$ cat src/rtl/operand_fifo_stage.sv
// Operand-pair FIFO between the operand source and the compute stage.
// Valid/ready on both sides, first-word-fall-through output, sticky input-protocol flag.
module operand_fifo_stage #(
    parameter int N     = 4,
    parameter int DEPTH = 4
) (
    input  logic                     clk,
    input  logic                     rst,
    input  logic                     clr,
    input  logic                     in_valid,
    output logic                     in_ready,
    input  logic [N-1:0]             a,
    input  logic [N-1:0]             b,
    output logic                     out_valid,
    input  logic                     out_ready,
    output logic [N-1:0]             new_a,
    output logic [N-1:0]             new_b,
    output logic [$clog2(DEPTH):0]   count,
    output logic                     proto_err
);

    localparam int AW = $clog2(DEPTH);
    localparam logic [AW:0]   FULL_CNT = (AW+1)'(DEPTH);
    localparam logic [AW:0]   CNT_ONE  = (AW+1)'(1);
    localparam logic [AW-1:0] PTR_ONE  = AW'(1);

    logic [2*N-1:0] mem_q [DEPTH];

    logic [AW-1:0] wr_ptr_q, wr_ptr_d;
    logic [AW-1:0] rd_ptr_q, rd_ptr_d;
    logic [AW:0]   count_q, count_d;
    logic          proto_err_q, proto_err_d;
    logic          stall_q, stall_d;
    logic [N-1:0]  shadow_a_q, shadow_a_d;
    logic [N-1:0]  shadow_b_q, shadow_b_d;

    logic          push;
    logic          pop;
    logic          stall;
    logic          proto_viol;
    logic [2*N-1:0] head;

    assign in_ready  = (count_q != FULL_CNT);
    assign out_valid = (count_q != '0);
    assign count     = count_q;
    assign proto_err = proto_err_q;

    assign push  = in_valid & in_ready;
    assign pop   = out_valid & out_ready;
    assign stall = in_valid & ~in_ready;

    // A stalled offer must be held unchanged until it is accepted.
    assign proto_viol = stall_q & (~in_valid | (a != shadow_a_q) | (b != shadow_b_q));

    assign head  = mem_q[rd_ptr_q];
    assign new_a = out_valid ? head[2*N-1:N] : '0;
    assign new_b = out_valid ? head[N-1:0]   : '0;

    always_comb begin
        wr_ptr_d    = wr_ptr_q;
        rd_ptr_d    = rd_ptr_q;
        count_d     = count_q;
        proto_err_d = proto_err_q;
        stall_d     = stall_q;
        shadow_a_d  = shadow_a_q;
        shadow_b_d  = shadow_b_q;
        if (clr) begin
            wr_ptr_d    = '0;
            rd_ptr_d    = '0;
            count_d     = '0;
            proto_err_d = 1'b0;
            stall_d     = 1'b0;
        end else begin
            if (push) begin
                wr_ptr_d = wr_ptr_q + PTR_ONE;
            end
            if (pop) begin
                rd_ptr_d = rd_ptr_q + PTR_ONE;
            end
            unique case ({push, pop})
                2'b10:   count_d = count_q + CNT_ONE;
                2'b01:   count_d = count_q - CNT_ONE;
                default: count_d = count_q;
            endcase
            if (proto_viol) begin
                proto_err_d = 1'b1;
            end
            stall_d = stall;
            if (stall) begin
                shadow_a_d = a;
                shadow_b_d = b;
            end
        end
    end

    always_ff @(posedge clk) begin
        if (rst) begin
            wr_ptr_q    <= '0;
            rd_ptr_q    <= '0;
            count_q     <= '0;
            proto_err_q <= 1'b0;
            stall_q     <= 1'b0;
            shadow_a_q  <= '0;
            shadow_b_q  <= '0;
        end else begin
            wr_ptr_q    <= wr_ptr_d;
            rd_ptr_q    <= rd_ptr_d;
            count_q     <= count_d;
            proto_err_q <= proto_err_d;
            stall_q     <= stall_d;
            shadow_a_q  <= shadow_a_d;
            shadow_b_q  <= shadow_b_d;
        end
    end

    // Storage is deliberately left uncleared; the head is masked while empty.
    always_ff @(posedge clk) begin
        if (!rst && !clr && push) begin
            mem_q[wr_ptr_q] <= {a, b};
        end
    end

endmodule

$ cat config.mk
export PLATFORM = sky130hd
export DESIGN_NAME = operand_fifo_stage
export DESIGN_NICKNAME = d
export VERILOG_FILES = /design/src/rtl/operand_fifo_stage.sv
export SDC_FILE = /design/constraint.sdc
export NUM_CORES = 1
export LEC_CHECK = 0
export CORE_MARGIN = 2
export CORE_UTILIZATION = 29
export DETAILED_ROUTE_END_ITERATION = 8
export PLACE_DENSITY = 0.5
export SYNTH_ARGS = -nofsm -noshare
export SYNTH_HDL_FRONTEND = slang
export SYNTH_SLANG_ARGS = --single-unit
$ cat constraint.sdc
create_clock -name clk -period 3.29 [get_ports clk]
set_input_delay 0.329 -clock clk [delete_from_list [all_inputs] [get_ports clk]]
set_output_delay 0.329 -clock clk [all_outputs]
set_load 0.005 [all_outputs]
==> results_dict.tcl, run 1 <==
set metrics [dict create \
    status "complete, no violations" \
    cp_slowest_cell "dfxtp_1" \
    period_needed_ns 2.51 \
    power_density_mw_per_mm2 436 \
    cp-start-kind "flip-flop" \
    ir_worst_vdd_v 0.000158 \
    fin_tns_setup_ns 0 \
    cts_made_buffers 5 \
    path_clk_slew_ns 0.09 \
    cp_slowest_stage_delay_ns 0.69 \
    synthCells 161 \
    ys_warn_count 0 \
    synth.distinct_cells 29 \
    max_cap_violations 0 \
    grt_usage_pct 10.6 \
    core-area_mm2 0.00725 \
    vias 1265 \
    ant_nets 0 \
    viasPerCell 4.39 \
    async_flop_share_pct 0 \
    place_area_mm2 0.00251 \
    syn_area_mm2 0.00217 \
    insertion_delay_ns 0.30 \
    clock_sinks 51 \
    grt_pass1_wl_um 6730 \
    cp_max_fo 8 \
    rr_endpoint "count[2]" \
    portBuffers 26 \
    hold_buffers 0 \
    slew_headroom_pct 57.7 \
    clockBufferDepth 2 \
    synth_top_cell_by_area "edfxtp_1" \
    drc_errors 0 \
    dieArea_mm2 0.00818 \
    synth_edf_count 32 \
    dieWidth_um 90.4 \
    synth.avg_cell_area_um2 13.5 \
    synth_common_cells "32 x edfxtp_1, 19 x dfxtp_1, 12 x a21oi_1, 12 x xor2_1, 10 x nand3_1" \
    synth.top_cell.area_share_pct 44.4 \
    syn_to_final_growth_pct 19.9 \
    hpwl_um 2770 \
    drt-total-wl_um 4090 \
    dr.pass1.iters 6 \
    synth-seq-area-share_pct 61.9 \
    grt_pass1_vias 1250 \
    setup.worst_path.end_class "primary output" \
    synthTopCellsByArea "edfxtp_1 44%, dfxtp_1 18%, mux4_2 8.3%" \
    antenna_cells 0 \
    start_util_pct 29.9 \
    antenna_found_initial 0 \
    fin_area_mm2 0.00260 \
    finalSetupViolCount 0 \
    rsz0062_at_grt "no" \
    synth.most_common_cell "edfxtp_1" \
    syn_nets 180 \
    nFillCells 739 \
    synthFlopType "edfxtp_1" \
    ios 27 \
    grt_max_degree 16 \
    maxSlewViolCount 0 \
    h-tree-depth 2 \
    worst_pin_slew_ns 0.633 \
    fmax_mhz 398 \
    postCtsSetupBuffers 0 \
    crit_chain "mux4_2, nor2b_1, clkdlybuf4s50_1" \
    leakage_nw 0.868 \
    reg2regPathDepth 10 \
    wl_per_cell_um 14.2 \
    cp_data_arrival_time_ns 2.18 \
    crit_end "new_b[0]" \
    period_share_pct 76.3 \
    r2r_slack_ns 0.98 \
    cts_tree "yes" \
    cts_resized 0 \
    hold_viol 0 \
    cts_root_buffer "clkbuf_8" \
    grt-ovfl-total 0 \
    die_h_um 90.4 \
    ys_ff_latch 51 \
    drtIter0Drc 40 \
    nets 207 \
    gp_congestion 0.737 \
    layout-drive-gt1-share_pct 10.6 \
    fp-row-count 31 \
    critPathKind "flip-flop to primary output" \
    rr_startpoint "count[2]" \
    min_from "shadow_b_q[0]" \
    fin_skew_ns 0.00551 \
    hold_path.class "flip-flop to flip-flop" \
    cp.required_ns 2.96 \
]
## through the flow
step	power (mW)	cells	worst slack [ns]	util, %	hold WS (ns)
CTS	1.15	288	0.729	35.8	0.496
global placement	0.801	280	0.970	34.6	0.476
global route	1.18	288	0.615	35.8	0.532
finish	1.13	288	0.779	35.8	0.495
detailed placement	0.801	280	0.925	34.6	0.483
floorplan	0.749	161	1.28	-	0.428
## power breakdown
part	switching (mW)	internal [mW]	leakage (nW)	total, mW
Clock	0.199	0.149	0.0412	0.348
Sequential	0.00708	0.685	0.442	0.692
Combinational	0.0452	0.0465	0.384	0.0917
Total	0.252	0.881	0.868	1.13
## sequential cells by signal (all words and copies together) (netlist names), named ones only
signal / cells
shadow_b_q: 4
shadow_a_q: 4
wr_ptr_q: 2
stall_q: 1
rd_ptr_q: 2
proto_err: 1
mem_q: 32
count: 3
## metal layers
layer,vias to the layer above,track usage (%),routed length [um]
li1,633,-,-
met1,604,13.9,2020
met2,23,17.5,1910
met3,5,2.42,115
met4,0,3.08,49
met5,-,0,0
## cell families after synthesis
family / share of synthesized area (%)
fa+ha+maj: 3.81
buf+inv: 3.87
simple gates: 10.6
compound gates: 6.59
flops: 61.9
mux: 8.32
xor+xnor: 4.85
## how the worst min path moves through the flow
| stage | endpoint | slack [ns] | cells past startpoint |
|---|---|---|---|
| 6_report | shadow_b_q[0] | 0.49 | 2 |
| 5_1_grt | shadow_a_q[3] | 0.53 | 2 |
| 4_1_cts | shadow_b_q[0] | 0.50 | 2 |
| 3_5_place_dp | shadow_b_q[0] | 0.48 | 2 |
| 3_3_place_gp | shadow_b_q[0] | 0.48 | 2 |
| 2_1_floorplan | mem_q[0][0] | 0.43 | 0 |
## cell usage in the layout, fill, tap and decap left out, types with 7 or more instances in the layout
cell type        instances
dfxtp_1                 19
nor2b_1                  9
a21oi_1                 12
o21ai_1                  7
xor2_1                  12
inv_1                    9
clkdlybuf4s50_1         26
edfxtp_1                32
mux4_2                   8
nand3_1                 10
nor2_1                   8
## critical path, delay by kind of cell (launching register included)
family	cells	cell delay, ns
buffers and inverters	1	0.47
DFF	1	0.69
muxes	1	0.58
and+or+nand+nor	1	0.14
## area by class of cell
| cell class | count | area, um2 | share of cell area, % |
|---|---|---|---|
| Clock buffer | 6 | 72.6 | 2.80 |
| Clock inverter | 2 | 12.5 | 0.482 |
| Inverter | 10 | 37.5 | 1.45 |
| Multi-Input combinational cell | 93 | 741 | 28.5 |
| Sequential cell | 51 | 1340 | 51.7 |
| Tap cell | 99 | 124 | 4.77 |
| Timing Repair Buffer | 27 | 268 | 10.3 |
Power figures use the tool's default switching activity.
==> inputs of run 2 (changes only) <==
Settings changed: PLACE_DENSITY 0.5 to 0.52.
Clock period 3.29 ns to 2.1 ns, I/O delays scaled along.
==> results_dict.tcl, run 2 (synthesized netlist as in run 1, its figures left out) <==
set metrics [dict create \
    antenna_cells 0 \
    min_from "shadow_b_q[3]" \
    finalPower_mw 1.79 \
    met1_length_um 1830 \
    max_cap_violations 0 \
    ios 27 \
    hold_ws_ns 0.490 \
    setup.worst_path.end_class "primary output" \
    whs_path_depth 2 \
    layout_commonest_cell "edfxtp_1" \
    largest-register "mem_q" \
    maxSlewViolCount 0 \
    cts_made_buffers 5 \
    crit_buf_inv 2 \
    layout-drive-gt1-share_pct 20.7 \
    ant_nets 0 \
    clockBufferDepth 2 \
    wl_per_cell_um 13.2 \
    slew_headroom_pct 73.4 \
    grt_max_degree 17 \
    largest_reg_flops 32 \
    period_needed_ns 2.03 \
    clock_sinks 51 \
    grt-ovfl-total 0 \
    dr.pass1.iters 4 \
    syn_to_final_growth_pct 28.1 \
    leakage_nw 1.08 \
    critPathKind "flip-flop to primary output" \
    antenna_found_initial 0 \
    fin_area_mm2 0.00277 \
    grt_pass1_wl_um 6730 \
    top_regs "mem_q x32, shadow_a_q x4, shadow_b_q x4" \
    fp-row-count 31 \
    insertion_delay_ns 0.29 \
    cp.required_ns 1.89 \
    rr_startpoint "count[2]" \
    worst_pin_slew_ns 0.394 \
    finalSetupViolCount 0 \
    drt-total-wl_um 4070 \
    grt_usage_pct 10.5 \
    h-tree-depth 2 \
    drtIter0Drc 84 \
    reg2regPathDepth 9 \
    hold_path.class "flip-flop to flip-flop" \
    cp_max_fo 8 \
    dp.cells 295 \
    status "complete, no violations" \
    cp_slowest_cell "mux4_2" \
    cp-start-kind "flip-flop" \
    place_area_mm2 0.00264 \
    cp_top_family "buffers and inverters" \
    crit_chain "buf_12, mux4_2, nor2b_1, clkdlybuf4s50_1" \
    fin_skew_ns 0.00238 \
    dieWidth_um 90.4 \
    met2WireLength_um 2030 \
    cp_slowest_stage_delay_ns 0.48 \
    fmax_mhz 493 \
    start_util_pct 29.9 \
    power_density_mw_per_mm2 647 \
    core-area_mm2 0.00725 \
    vias 1352 \
    period_share_pct 96.6 \
    highest_layer "met4" \
    die_h_um 90.4 \
    nFillCells 730 \
    dr_wl_met3_um 155 \
    cts_root_buffer "clkbuf_8" \
    nets 226 \
    cts_tree "yes" \
    dieArea_mm2 0.00818 \
    ir_worst_vdd_v 0.000328 \
    viasPerCell 4.40 \
    final_cell_mix "32 x edfxtp_1, 19 x clkdlybuf4s50_1, 19 x buf_4" \
    hold_viol 0 \
    portBuffers 26 \
    gp_congestion 0.708 \
    hpwl_um 2880 \
    rr_endpoint "count[2]" \
    fin_util_pct 38.2 \
    cp_data_arrival_time_ns 1.82 \
    fin_cells 307 \
    grt_pass1_vias 1334 \
    path_clk_slew_ns 0.09 \
    drc_errors 0 \
    r2r_slack_ns 0.17 \
    worstHoldEndpoint "shadow_b_q[3]" \
    hold_buffers 0 \
]
==> run 2: cell types whose count changed in the layout (fill, tap and decap cells not counted), moves of 4 or more <==
cell	delta
clkdlybuf4s50_1	-7
dfxtp_1	-4
dlymetal6s2s_1	+6
dfxtp_2	+4
buf_4	+18
==> run 2: where the power goes <==
group / switching [mW] / leakage (nW) / internal (mW)
Combinational: 0.0800 / 0.592 / 0.0913
Sequential: 0.00579 / 0.444 / 1.07
Clock: 0.311 / 0.0418 / 0.233
Total: 0.397 / 1.08 / 1.40
==> run 2: what timing repair did <==
item / in CTS / in global routing
resized for setup: 2 / 9
endpoints found under the setup margin: 6 / 8
buffers inserted: 0 / 4
pin swaps: 0 / 0
==> run 2: worst max-delay path by stage <==
stage                    from       end  slack, ns  cells past startpoint
detailed placement  out_ready  count[2]       0.02                      9
CTS                 flip-flop  new_a[3]      0.007                      4
global placement    out_ready  count[2]       0.05                      9
global route        flip-flop  new_a[0]     -0.001                      4
floorplan            count[2]  count[2]       0.09                      9
finish              flip-flop  new_a[0]       0.07                      4
==> run 2: per-stage QoR <==
step                setup slack, ns  setup TNS [ns]
global route               -0.00125        -0.00125
detailed placement           0.0245               0
floorplan                    0.0881               0
CTS                         0.00661               0
global placement             0.0531               0
finish                       0.0710               0
==> run 2: layout make-up <==
class | instances | area [um2] | area share (%)
Sequential cell | 51 | 1350 | 48.5
Multi-Input combinational cell | 93 | 741 | 26.7
Timing Repair Buffer | 46 | 437 | 15.7
Tap cell | 99 | 124 | 4.47
Clock buffer | 5 | 68.8 | 2.48
Inverter | 10 | 37.5 | 1.35
Clock inverter | 3 | 20.0 | 0.722
==> run 2: per-layer routing <==
metal	vias up	global-route usage, %
met5	-	0
met4	0	3.08
li1	673	-
met2	23	17.5
met1	654	13.5
met3	2	2.50
==> run 2: tightest hold or removal path, stage by stage, from the launching register on <==
cell,delay [ns]
dfxtp_1,0.32
o21ai_0,0.07
a21oi_1,0.06
==> inputs of run 3 (changes only) <==
Settings changed: ABC_CLOCK_PERIOD_IN_PS set to 2100.
==> results of run 3 <==
Same layout as run 2: the final DEF is identical, and so are final timing and power.
